[src/rtl/addrdecode_ordered_pkg.sv]
`default_nettype none
// ============================================================================
//  Module   : addrdecode_ordered_pkg
//  Brief    : Shared constants for the ordered address decoder: default slave
//             region table (8 equal regions on the top 3 address bits),
//             decode vector width and the index of the bus-error slave.
//  Revision : 1.0 - initial release
// ============================================================================
package addrdecode_ordered_pkg;

    localparam int unsigned c_NS_DEFAULT = 8;
    localparam int unsigned c_AW_DEFAULT = 32;

    // Decode vector carries one extra bit for "no slave matched".
    localparam int unsigned c_DEC_W   = c_NS_DEFAULT + 1;
    localparam int unsigned c_ERR_IDX = c_NS_DEFAULT;

    // Slave k owns [k*AW +: AW]; slave 0 sits in the least significant word.
    localparam logic [c_NS_DEFAULT*c_AW_DEFAULT-1:0] c_SLAVE_ADDR_DEFAULT = {
        32'hE000_0000, 32'hC000_0000, 32'hA000_0000, 32'h8000_0000,
        32'h6000_0000, 32'h4000_0000, 32'h2000_0000, 32'h0000_0000
    };

    // Only the top three address bits select a region.
    localparam logic [c_NS_DEFAULT*c_AW_DEFAULT-1:0] c_SLAVE_MASK_DEFAULT =
        {c_NS_DEFAULT{32'hE000_0000}};

endpackage : addrdecode_ordered_pkg
`default_nettype wire

[src/rtl/addrdecode_ordered_skid.sv]
`default_nettype none
// ============================================================================
//  Module   : addrdecode_ordered_skid
//  Brief    : One-entry skid buffer with a registered stall. Requests pass
//             straight through while the entry is empty; a request that the
//             downstream cannot take is parked and o_stall rises.
//  Revision : 1.0 - initial release
// ============================================================================
module addrdecode_ordered_skid #(
    parameter int DW = 70
) (
    input  logic          i_clk,
    input  logic          i_reset,
    input  logic          i_valid,
    output logic          o_stall,
    input  logic [DW-1:0] i_data,
    output logic          o_valid,
    input  logic          i_stall,
    output logic [DW-1:0] o_data
);

    logic          r_valid;
    logic [DW-1:0] r_data;

    // Park an accepted request the downstream refuses; drain once it accepts.
    always_ff @(posedge i_clk) begin
        if (i_reset) begin
            r_valid <= 1'b0;
        end else if (i_valid && !r_valid && i_stall) begin
            r_valid <= 1'b1;
        end else if (!i_stall) begin
            r_valid <= 1'b0;
        end
    end

    // Capture the payload of every accepted request; only kept if parked.
    always_ff @(posedge i_clk) begin
        if (i_reset) begin
            r_data <= '0;
        end else if (i_valid && !r_valid) begin
            r_data <= i_data;
        end
    end

    assign o_stall = r_valid;
    assign o_valid = i_valid || r_valid;
    assign o_data  = r_valid ? r_data : i_data;

endmodule : addrdecode_ordered_skid
`default_nettype wire

[src/rtl/addrdecode_ordered.sv]
`default_nettype none
// ============================================================================
//  Module   : addrdecode_ordered
//  Brief    : Registered address decoder for one master feeding an NS-slave
//             crossbar. Overlapping regions resolve to the lowest slave index,
//             unmatched addresses go to the bus-error slave (bit NS), and a
//             request to a different slave is held off while responses from
//             the previous slave are still outstanding.
//  Revision : 1.0 - initial release
// ============================================================================
module addrdecode_ordered
    import addrdecode_ordered_pkg::*;
#(
    parameter int                NS             = c_NS_DEFAULT,
    parameter int                AW             = c_AW_DEFAULT,
    parameter int                DW             = 38,
    parameter logic [NS*AW-1:0]  SLAVE_ADDR     = c_SLAVE_ADDR_DEFAULT,
    parameter logic [NS*AW-1:0]  SLAVE_MASK     = c_SLAVE_MASK_DEFAULT,
    parameter logic [NS-1:0]     ACCESS_ALLOWED = '1,
    parameter int                LGOUT          = 4,
    parameter bit                OPT_LOWPOWER   = 1'b0
) (
    input  logic             i_clk,
    input  logic             i_reset,
    input  logic             i_valid,
    output logic             o_stall,
    input  logic [AW-1:0]    i_addr,
    input  logic [DW-1:0]    i_data,
    output logic             o_valid,
    input  logic             i_stall,
    output logic [NS:0]      o_decode,
    output logic [AW-1:0]    o_addr,
    output logic [DW-1:0]    o_data,
    input  logic             i_rdone,
    output logic [LGOUT-1:0] o_outstanding,
    output logic             o_busy
);

    localparam logic [LGOUT-1:0] c_OUT_MAX = '1;

    // ------------------------------------------------------------------
    // Stage 1: skid buffer carrying {address, payload}
    // ------------------------------------------------------------------
    logic             w_s1_valid;
    logic             w_s1_stall;
    logic [AW+DW-1:0] w_s1_bundle;
    logic [AW-1:0]    w_s1_addr;
    logic [DW-1:0]    w_s1_payload;

    addrdecode_ordered_skid #(
        .DW (AW + DW)
    ) u_skid (
        .i_clk   (i_clk),
        .i_reset (i_reset),
        .i_valid (i_valid),
        .o_stall (o_stall),
        .i_data  ({i_addr, i_data}),
        .o_valid (w_s1_valid),
        .i_stall (w_s1_stall),
        .o_data  (w_s1_bundle)
    );

    assign w_s1_addr    = w_s1_bundle[AW+DW-1:DW];
    assign w_s1_payload = w_s1_bundle[DW-1:0];

    // ------------------------------------------------------------------
    // Decode: per-slave region match, then lowest index wins
    // ------------------------------------------------------------------
    logic [NS-1:0] w_match;
    logic [NS:0]   w_next_decode;
    logic          w_found;

    for (genvar k = 0; k < NS; k++) begin : g_match
        assign w_match[k] = (((w_s1_addr ^ SLAVE_ADDR[k*AW +: AW])
                              & SLAVE_MASK[k*AW +: AW]) == '0)
                            && ACCESS_ALLOWED[k];
    end

    // Priority select; falls back to the bus-error slave so it stays onehot.
    always_comb begin
        w_next_decode = '0;
        w_found       = 1'b0;
        for (int k = 0; k < NS; k++) begin
            if (!w_found && w_match[k]) begin
                w_next_decode[k] = 1'b1;
                w_found          = 1'b1;
            end
        end
        if (!w_found) begin
            w_next_decode[NS] = 1'b1;
        end
    end

    // ------------------------------------------------------------------
    // Hazard and stage-2 load control
    // ------------------------------------------------------------------
    logic             r_valid;
    logic [NS:0]      r_decode;
    logic [NS:0]      r_last_decode;
    logic [AW-1:0]    r_addr;
    logic [DW-1:0]    r_data;
    logic [LGOUT-1:0] r_outstanding;

    logic w_hazard;
    logic w_s2_ready;
    logic w_load;

    // Switching slaves with responses in flight could reorder responses;
    // a full counter may only accept if a response retires this cycle.
    assign w_hazard   = ((r_outstanding != '0) && (w_next_decode != r_last_decode))
                        || ((r_outstanding == c_OUT_MAX) && !i_rdone);
    assign w_s2_ready = !r_valid || !i_stall;
    assign w_load     = w_s1_valid && w_s2_ready && !w_hazard;
    assign w_s1_stall = !w_load;

    // Stage-2 valid and slave select; decode always clears with valid.
    always_ff @(posedge i_clk) begin
        if (i_reset) begin
            r_valid       <= 1'b0;
            r_decode      <= '0;
            r_last_decode <= '0;
        end else if (w_load) begin
            r_valid       <= 1'b1;
            r_decode      <= w_next_decode;
            r_last_decode <= w_next_decode;
        end else if (w_s2_ready) begin
            r_valid  <= 1'b0;
            r_decode <= '0;
        end
    end

    // Stage-2 address and payload; zeroed while idle only in low-power mode.
    always_ff @(posedge i_clk) begin
        if (OPT_LOWPOWER && i_reset) begin
            r_addr <= '0;
            r_data <= '0;
        end else if (w_load) begin
            r_addr <= w_s1_addr;
            r_data <= w_s1_payload;
        end else if (OPT_LOWPOWER && w_s2_ready) begin
            r_addr <= '0;
            r_data <= '0;
        end
    end

    // ------------------------------------------------------------------
    // Outstanding-response counter (saturating, floored at zero)
    // ------------------------------------------------------------------
    logic w_cnt_inc;
    logic w_cnt_dec;

    assign w_cnt_inc = r_valid && !i_stall;
    assign w_cnt_dec = i_rdone && (r_outstanding != '0);

    // Count issued beats up and retired responses down; never wrap.
    always_ff @(posedge i_clk) begin
        if (i_reset) begin
            r_outstanding <= '0;
        end else if (w_cnt_inc && !w_cnt_dec) begin
            if (r_outstanding != c_OUT_MAX) begin
                r_outstanding <= r_outstanding + LGOUT'(1);
            end
        end else if (!w_cnt_inc && w_cnt_dec) begin
            r_outstanding <= r_outstanding - LGOUT'(1);
        end
    end

    assign o_valid       = r_valid;
    assign o_decode      = r_decode;
    assign o_addr        = r_addr;
    assign o_data        = r_data;
    assign o_outstanding = r_outstanding;
    assign o_busy        = (r_outstanding != '0);

endmodule : addrdecode_ordered
`default_nettype wire

[config.mk]
export PLATFORM = sky130hd
export DESIGN_NAME = addrdecode_ordered
export DESIGN_NICKNAME = d
export VERILOG_FILES = /design/src/rtl/addrdecode_ordered_pkg.sv /design/src/rtl/addrdecode_ordered_skid.sv /design/src/rtl/addrdecode_ordered.sv
export SDC_FILE = /design/constraint.sdc
export NUM_CORES = 1
export LEC_CHECK = 0
export ABC_AREA = 1
export CORE_MARGIN = 10
export CORE_UTILIZATION = 45
export DETAILED_ROUTE_END_ITERATION = 12
export GPL_TIMING_DRIVEN = 0
export PLACE_DENSITY_LB_ADDON = 0.12
export SYNTH_ARGS = -nofsm -noshare
export SYNTH_HDL_FRONTEND = slang
export SYNTH_SLANG_ARGS = --single-unit
[constraint.sdc]
create_clock -name i_clk -period 3.8 [get_ports i_clk]
set_clock_uncertainty 0.1 [all_clocks]
set_input_delay 0.76 -clock i_clk [delete_from_list [all_inputs] [get_ports i_clk]]
set_output_delay 0.76 -clock i_clk [all_outputs]
set_load 0.1 [all_outputs]
## After elaboration in Yosys (flattened, before gate mapping)

Cells that the tools add are included.

- Bits in read-only memories: 0
- Latch bits: 0
- Word-level logic and storage cells: 95
- Output and inout port bits: 86
- Register bits after elaboration: 164
- Memories: 0
- RAM bits: 0

- Equal/unequal tests: 4
- Shifts and indexed selects: 0
- Bitwise gates (word level): 7
- Div/mod/pow operators: 0
- Reductions and logical operators: 48
- Add/subtract/negate cells: 2
- Mux-type cells: 26
- Magnitude comparators: 0
- Multiply operators: 0

Operators with widths:

| cell | number |
|---|---|
| 32-bit zero test | 8 |
| 70-bit 2-to-1 mux | 1 |
| 1-bit 2-to-1 mux | 20 |
| 9-bit 2-to-1 mux | 2 |
| 1-bit logical AND | 17 |
| 1-bit zero test | 15 |
| 4-bit 2-to-1 mux | 3 |
| 9-bit != test | 1 |
| 2-bit NOT | 3 |
| 2-bit nonzero test | 3 |
| 4-bit by 1-bit adder with 4-bit output, second input constant | 1 |
| 4-bit == test, second input constant | 1 |
| 4-bit != test, second input constant | 1 |
| 4-bit nonzero test | 1 |
| 4-bit by 1-bit subtractor with 4-bit output, second input constant | 1 |
| 1-bit logical OR | 3 |
| 1-bit NOT | 3 |
| 3-bit NOT | 1 |
| 2-bit by 1-bit != test with 1-bit output, second input constant | 1 |
| 2-bit AND reduction | 1 |

## Depth between registers and ports, before layout

Gate-level depths: netlist (run 1).

- Depth after elaboration: 33
- Gate-level depth with buffers: 15
- Gate-level depth less buffers: 13

## Cells and area by module

Synthesis (run 1) repeated with hierarchy kept, for this count alone.

- Cells, all modules: 847
- Area, all modules: 6929.1 um2

By module, submodules not included:

| module | seq. area each (um2) | cells each | area an instance (um2) | times used |
|---|---|---|---|---|
| addrdecode_ordered_skid | 1421.4 | 614 | 3692.3 | 1 |
| addrdecode_ordered | 2562.5 | 233 | 3236.9 | 1 |

## Least setup slack after synthesis (run 1)

Ideal clock, no wire load.

- Path kind: reg-to-reg
- Start point: register u_skid.r_valid (netlist: u_skid.o_stall)
- End point: register r_addr[0] (netlist: o_addr[0]), enable pin
- Library setup time: 0.424 ns
- Data required time: 3.276 ns
- Stages on the path, launching flop included: 13
- Period minus slack after synthesis: 4.115 ns
- Arrival: 3.591 ns
- Path buffers: 2
- Path slack: -0.315 ns
- Path through: dfxtp_1 buf_6 nand2_2 nand2_4 nand3_2 nand2_1 nand2_1 nor2_2 nand3_2 o21bai_4 nand2_4 buf_6 inv_1

- Longest elaborated chain between the ends: 30
- Elaborated cells between the ends (all ways): 53
- Classes of those cells: eq/ne (1); mux (17); bitwise (7); reduce/logical (28)

RTL lines:

| element | RTL line | text |
|---|---|---|
| start, declared | addrdecode_ordered_skid.sv:22 | `logic r_valid;` |
| start signal, assigned | addrdecode_ordered_skid.sv:28 | `r_valid <= 1'b0;` |
| start signal, assigned | addrdecode_ordered_skid.sv:30 | `r_valid <= 1'b1;` |
| start signal, assigned | addrdecode_ordered_skid.sv:32 | `r_valid <= 1'b0;` |
| 70-bit 2-to-1 mux (*) | addrdecode_ordered_skid.sv:47 | `assign o_data = r_valid ? r_data : i_data;` |
| named net u_skid.o_data[68] | addrdecode_ordered_skid.sv:19 | `output logic [DW-1:0] o_data` |
| 32-bit zero test | addrdecode_ordered.sv:74 | `assign w_match[k] = (((w_s1_addr ^ SLAVE_ADDR[k*AW +: AW])` |
| 1-bit 2-to-1 mux | addrdecode_ordered.sv:84 | `if (!w_found && w_match[k]) begin` |
| 1-bit zero test | addrdecode_ordered.sv:84 |  |
| 1-bit logical AND | addrdecode_ordered.sv:84 |  |
| 1-bit 2-to-1 mux | addrdecode_ordered.sv:84 |  |
| 1-bit zero test | addrdecode_ordered.sv:84 |  |
| [... 16 more ...] | n/a |  |
| 1-bit 2-to-1 mux | addrdecode_ordered.sv:84 |  |
| 1-bit 2-to-1 mux | addrdecode_ordered.sv:89 | `if (!w_found) begin` |
| 9-bit != test (*) | addrdecode_ordered.sv:110 | `assign w_hazard = ((r_outstanding != '0) && (w_next_decode != r_last_decode))` |
| 1-bit logical AND (*) | addrdecode_ordered.sv:110 |  |
| 1-bit logical OR (*) | addrdecode_ordered.sv:111 | `\|\| ((r_outstanding == c_OUT_MAX) && !i_rdone);` |
| 1-bit zero test (*) | addrdecode_ordered.sv:113 | `assign w_load = w_s1_valid && w_s2_ready && !w_hazard;` |
| 1-bit logical AND (*) | addrdecode_ordered.sv:113 |  |
| named net w_load | addrdecode_ordered.sv:106 | `logic w_load;` |
| end signal, assigned | addrdecode_ordered.sv:138 | `r_addr <= w_s1_addr;` |
| end, declared | addrdecode_ordered.sv:100 | `logic [AW-1:0] r_addr;` |

Mark *: on every way through the listed nets, which the timed path passes. The rest lies on a longest branch.
A chain may end at the register's enable or synchronous reset.

## Final worst setup path (run 1)

- Start point: input i_stall
- End point: register r_addr[14] (netlist: o_addr[14]), enable pin

- Longest elaborated chain between the ends: 4

RTL lines:

| element | RTL line | text |
|---|---|---|
| start, declared | addrdecode_ordered.sv:30 | `input logic i_stall,` |
| 1-bit zero test | addrdecode_ordered.sv:112 | `assign w_s2_ready = !r_valid \|\| !i_stall;` |
| 1-bit logical OR | addrdecode_ordered.sv:112 |  |
| 1-bit logical AND (2 in series) | addrdecode_ordered.sv:113 |  |
| named net w_load | addrdecode_ordered.sv:106 |  |

The timed path passes the listed nets, and every way through them passes these cells.

==> metrics.txt, run 1 <==
Core ar.=14500 um^2; Synth area leaders=edfxtp_1 32%, dfxtp_1 28%, o21ai_0 11%, nand2_1 6.3%, a21oi_1 5.6%; largest net degree at the start of global routing=29; f_max=302 MHz; WP data required=3.82 ns; slowest stage cell on the critical path=nor3_2; Mean Syn Cell Area=9.34 um^2; period utilization=87.1%; post-DR vias/cell=5.08; RR Startpoint=u_skid.o_stall; gr ovfl total=0; worst slew pin tran=1.02 ns; Seq cells post-synth=164; Starting Density=45.7%; row count=44; count leader, synth=o21ai_0; worst hold endpoint=o_decode[8]; CP cell instances=clkdlybuf4s50_1, nand2_1, clkinv_1, nor3_2, nand2_4, buf_6, clkinvlp_4, buf_12, buf_12; CP Launch Type=input pin; startpoint of the worst hold path=o_decode[8]; DP Worst Slack=0.0310 ns; CP max FO=28; TritonCTS clock tree=built; CP dominant cell by count=buf_12; final wirelength=17500 um; Pre-antenna DRT Iters=5; Clock Latency Late Sink=0.43 ns; Final Worst Setup Slack=0.491 ns; Fin. Hold Viols=0; crit path DAT=3.33 ns; antenna violations before repair=0; max_cap viols=0; CTS max path bufs=2; CP delay by family, top=buffers and inverters; DP Wirelength=12900 um; Placed Instances=1054; Main synth FF type=dfxtp_1; port bufs=160; final layout net count=967; Net Count, Synth=786; GPL Wtd Cong=0.831; Slew Viols, Final=0; CP bufs+invs=6; H-tree depth=4; Total Routing Usage GR=17.4%; ant diodes=0; CTS Buf Count=17; setup bufs post-CTS=0; Yosys top cell by area=edfxtp_1; Seq/Total Area, Yosys=60.2%; clock root buffer=clkbuf_16; final core occ=63.0%; Worst setup EP type=flip-flop; vias in the first global route=5511; clock sink total=164; Hold Path Class=flip-flop to flip-flop; CP max stage delay=0.59 ns; post_cts resized=0; area growth from synthesis to layout=37.9%; most frequent cells after synthesis=140 x o21ai_0, 111 x nand2_1, 94 x dfxtp_1, 90 x inv_1, 74 x a21oi_1; critical path class=input pin to flip-flop; Hold Path Depth=2; synthesized area=6620 um^2; die area=20000 um^2; DRT iter0 DRCs=366; RSZ-0062 raised after global routing=false; Cell variety after synth=29; Post-Syn Instances=708; die width=141 um; relative slew slack=31.5%; Hold-fix buffers, CTS=0; layout cell share with drive strength beyond 1=8.20%; # IOs=161; asr flop ratio synth=0%; YS warnings=0; R2R cell count=15; min Tclk post-route=3.31 ns; detailed-route via count=5516; worst reg2reg path endpoint=o_addr[14]; Reg2Reg Setup Slack=0.83 ns; Setup-failing EPs final=0; number of flops mapped to enable cells by yosys=70; chip height=141 um; status=finished, final reports clean; Reg clk slew, reported paths=0.06 ns; Finished Cell Area=9120 um^2; Placed Instance Area=8500 um^2; first-pass GRT wire length=28000 um; DRC Markers=0; share of the synthesized area in the top cell type=31.8%; remaining antenna violation count after routing=0; non-filler cells, final=1086; post-DR wirelength/cell=16.1 um
-- metrics by stage --
stage,setup TNS (ns),hold WS [ns]
after CTS,0,0.342
after floorplan,0,0.315
after global routing,0,0.367
after detailed placement,0,0.328
after global placement,-45.61,0.330
final,0,0.338
-- area by class of cell --
| cell class | instances | area [um^2] |
|---|---|---|
| Fill cell | 1173 | 5360 |
| Multi-Input combinational cell | 409 | 2090 |
| Clock inverter | 12 | 178 |
| Tap cell | 184 | 230 |
| Inverter | 93 | 353 |
| Clock buffer | 20 | 447 |
| Timing Repair Buffer | 162 | 1640 |
| Buffer | 42 | 189 |
| Sequential cell | 164 | 3990 |
-- worst register-to-register path, stage by stage (launching register included) --
cell and delay (ns):
dfxtp_1 0.35, inv_2 0.08, buf_6 0.16, nand2_1 0.08, nand2_2 0.11, nand3_2 0.10, nand2_1 0.08, nand2_1 0.06
nor2_2 0.11, nand3_2 0.11, o21bai_4 0.26, nand2_4 0.07, buf_6 0.17, clkinvlp_4 0.35, buf_12 0.24, buf_12 0.22
-- logic make-up (layout without fill, tap and decap cells) --
group,Yosys count,after routing,share of synthesized area [%]
AND/OR/NAND/NOR,184,184,13.5
adder cells (fa/ha/maj),3,3,0.681
AO/OA/AOI/OAI,218,218,16.9
XOR/XNOR,4,4,0.530
buffers and inverters,135,329,8.13
flip-flops,164,164,60.2
-- layout by cell type (no fill, tap or decap), types with 2 or more instances in the layout --
cell,count
clkdlybuf4s50_1,160
o21ai_0,140
nand2_1,111
dfxtp_1,90
inv_1,89
a21oi_1,74
edfxtp_1,70
clkbuf_1,38
nand3_1,19
clkbuf_16,17
nor2_1,15
nand3_2,11
nand4_1,10
nand2_2,7
nand2_4,7
buf_6,4
bufinv_16,4
dfxtp_2,4
xor2_1,3
clkinv_2,3
nor2_2,2
clkinv_1,2
clkinvlp_4,2
ha_1,2
clkinv_4,2
inv_6,2
buf_12,2
-- metal layers --
layer | part of all wire (%) | up-vias | GRT usage (%)
li1 | - | 2725 | -
met1 | 43 | 2583 | 21.0
met2 | 47 | 180 | 27.3
met3 | 8.4 | 28 | 6.52
met4 | 2.5 | 0 | 7.23
met5 | 0 | - | 0
-- how the worst max path moves through the flow --
stage	from	endpoint	slack, ns	cells after the start
after floorplan	u_skid.o_stall	o_addr[0]	0.20	13
after global placement	i_addr[30]	o_data[11]	-0.66	14
after detailed placement	i_stall	o_data[13]	0.03	9
after CTS	i_stall	o_addr[3]	0.48	9
after global routing	i_addr[30]	o_addr[14]	0.26	16
final	i_stall	o_addr[14]	0.49	9
-- registers in the layout (all words and copies together), names as in the netlist --
register	count
u_skid.r_data	70
r_last_decode	9
o_addr	32
o_decode	9
o_data	38
o_outstanding	4
o_valid	1
u_skid.o_stall	1
Power of run 1 is not shown: default switching activity piles up to over one toggle a cycle in this logic, so the estimate is an artifact.
==> run 2, diff against run 1 <==
--- a/config.mk
+++ b/config.mk
@@ -5,7 +5,6 @@
 export SDC_FILE = /design/constraint.sdc
 export NUM_CORES = 1
 export LEC_CHECK = 0
-export ABC_AREA = 1
 export CORE_MARGIN = 10
 export CORE_UTILIZATION = 45
 export DETAILED_ROUTE_END_ITERATION = 12
@@ -14,3 +13,4 @@
 export SYNTH_ARGS = -nofsm -noshare
 export SYNTH_HDL_FRONTEND = slang
 export SYNTH_SLANG_ARGS = --single-unit
+export TNS_END_PERCENT = 30
==> metrics.txt, run 2 <==
final wirelength=17000 um (-3.0%); most common cell after layout, fill and taps aside=clkdlybuf4s50_1; Reg with most FFs=u_skid.r_data; most frequent cells after synthesis=152 x nand2_1, 94 x dfxtp_1, 78 x a21oi_1, 70 x edfxtp_1, 69 x mux2_2; FILL cells=1192 (+1.6%); die width=141 um (+0.11%); remaining antenna violation count after routing=0 (unchanged); first-pass GRT wire length=27100 um (-3.2%); ant diodes=0 (unchanged); min Tclk post-route=3.56 ns (+0.249 ns); clock root buffer=clkbuf_16; worst slew pin tran=1.03 ns (+0.00597 ns); count leader, synth=nand2_1; port bufs=159 (-0.63%); area growth from synthesis to layout=36.7%; Hold-fix buffers, CTS=0 (unchanged); max_cap viols=0 (unchanged); CP cell instances=clkdlybuf4s50_1, or3b_4, a2111oi_0, nor3b_1, o41ai_2, nand2_2, clkinvlp_4, buf_12; DP Wirelength=12200 um (-6.0%); antenna violations before repair=0 (unchanged); Seq/Total Area, Yosys=60.1% (-0.15 points); most frequent cells in the layout=159 x clkdlybuf4s50_1, 152 x nand2_1, 89 x dfxtp_1; CTS max path bufs=2 (unchanged); Starting Density=45.8% (+0.11 points); f_max=281 MHz (-7.0%); Synth area leaders=edfxtp_1 32%, dfxtp_1 28%, mux2_2 12%, nand2_1 8.6%, a21oi_1 5.9%; Total Routing Usage GR=17.0% (-0.43 points); DRC Markers=0 (unchanged); Finished Cell Area=9060 um^2 (-0.63%); post-DR wirelength/cell=17.4 um (+8.0%); WP data required=3.81 ns (about the same); period utilization=93.6% (+6.6 points); slowest stage cell on the critical path=clkdlybuf4s50_1; detailed-route via count=5100 (-7.5%); row count=44 (unchanged); CP max FO=40 (+43%); Core ar.=14500 um^2 (unchanged); Fin. Hold Viols=0 (unchanged); asr flop ratio synth=0% (unchanged); relative slew slack=31.1% (-0.40 points); Placed Instance Area=8480 um^2 (-0.13%); number of flops mapped to enable cells by yosys=70 (unchanged); gr ovfl total=0 (unchanged); Hold Path Class=flip-flop to flip-flop; Net Count, Synth=675 (-14%); clock sink total=164 (unchanged); Worst setup EP type=flip-flop; final layout net count=856 (-11%); CP Launch Type=input pin; vias in the first global route=5194 (-5.8%); Reg clk slew, reported paths=0.06 ns (about the same); crit path DAT=3.57 ns (+0.24 ns); post-DR vias/cell=5.23 (+3.0%); synthesized area=6630 um^2 (+0.25%); chip height=141 um (+0.11%); CP max stage delay=0.60 ns (about the same); Mean Syn Cell Area=11.1 um^2 (+19%); CTS Buf Count=17 (unchanged); Main synth FF type=dfxtp_1; max reg flops=70 (unchanged); H-tree depth=4 (unchanged); Yosys top cell by area=edfxtp_1; TritonCTS clock tree=built; status=finished, final reports clean; RSZ-0062 raised after global routing=false; GPL Wtd Cong=0.784 (-5.6%); # IOs=161 (unchanged); largest net degree at the start of global routing=41 (+41%); Cell variety after synth=62 (+110%); layout cell share with drive strength beyond 1=14.9% (+6.7 points); die area=20000 um^2 (+0.21%); Setup-failing EPs final=0 (unchanged); Clock Latency Late Sink=0.43 ns (about the same); critical path class=input pin to flip-flop; final core occ=62.6% (-0.40 points); YS warnings=0 (unchanged); Seq cells post-synth=164 (unchanged); share of the synthesized area in the top cell type=31.7% (-0.078 points); Slew Viols, Final=0 (unchanged); DRT iter0 DRCs=257 (-30%); Post-Syn Instances=597 (-16%); Pre-antenna DRT Iters=4 (-1)
run 2: cell count changes in the layout (fill, tap and decap cells not counted), moves of 11 or more:
| cell | previous run | this run |
|---|---|---|
| mux2_2 | 0 | 69 |
| inv_1 | 89 | 6 |
| nand3_1 | 19 | 1 |
| o21ai_0 | 140 | 4 |
| nand3_2 | 11 | 0 |
| nand2_1 | 111 | 152 |
run 2: metrics by stage:
step	setup TNS, ns	setup WS (ns)	hold WS, ns	instances
floorplan	0	0.171	0.333	597
global route	0	0.0778	0.366	975
detailed placement	-32.97	-0.590	0.338	941
finish	0	0.242	0.350	975
global placement	-67.14	-0.961	0.332	940
CTS	0	0.0747	0.346	975
run 2: metal layers:
metal	GRT usage (%)	vias to the layer above	share of wire, %
met5	0	-	0
met4	7.10	0	2.3
met3	5.54	28	6.7
met2	28.0	154	48
met1	19.8	2432	43
li1	-	2486	-
run 2: kinds of logic after synthesis:
group | synth area share, %
buffers and inverters | 2.53
muxes | 12.2
and+or+nand+nor | 13.1
adders and majority gates | 0.679
AOI/OAI and AO/OA | 11.0
xor gates and xnor gates | 0.396
DFF | 60.1
run 2: worst max-delay path: cells and delay by family:
kind | cells | cell delay, ns
compound gates | 2 | 0.83
simple gates | 3 | 0.89
buf+inv | 3 | 1.05
run 2: layout make-up:
type / instances / area [um^2] / area share [%]
flip-flops and latches: 164 / 3990 / 44.0
multi-input cells: 389 / 2480 / 27.4
repair buffers: 161 / 1630 / 18.0
clock buffers: 21 / 440 / 4.86
well taps: 184 / 230 / 2.54
plain buffers: 37 / 143 / 1.57
clock inverters: 11 / 110 / 1.21
inverters: 7 / 30.0 / 0.331
repair inverters: 1 / 7.51 / 0.0828
run 2: worst paths after layout:
path                                startpoint     endpoint  slack [ns]  cells after the start
worst max-delay path                i_addr[29]   o_data[33]        0.24                      8
worst min-delay path               o_decode[3]  o_decode[3]        0.35                      2
worst max register to register  u_skid.o_stall   o_data[33]        0.68                      9
worst min register to register     o_decode[3]  o_decode[3]        0.35                      2
run 2: timing repair:
action                     in CTS  in global routing
resized for setup               0                  1
buffers inserted                1                  0
setup endpoints to repair      40                 16
gates cloned                    1                  0
Power of run 2 is left out for the same reason.
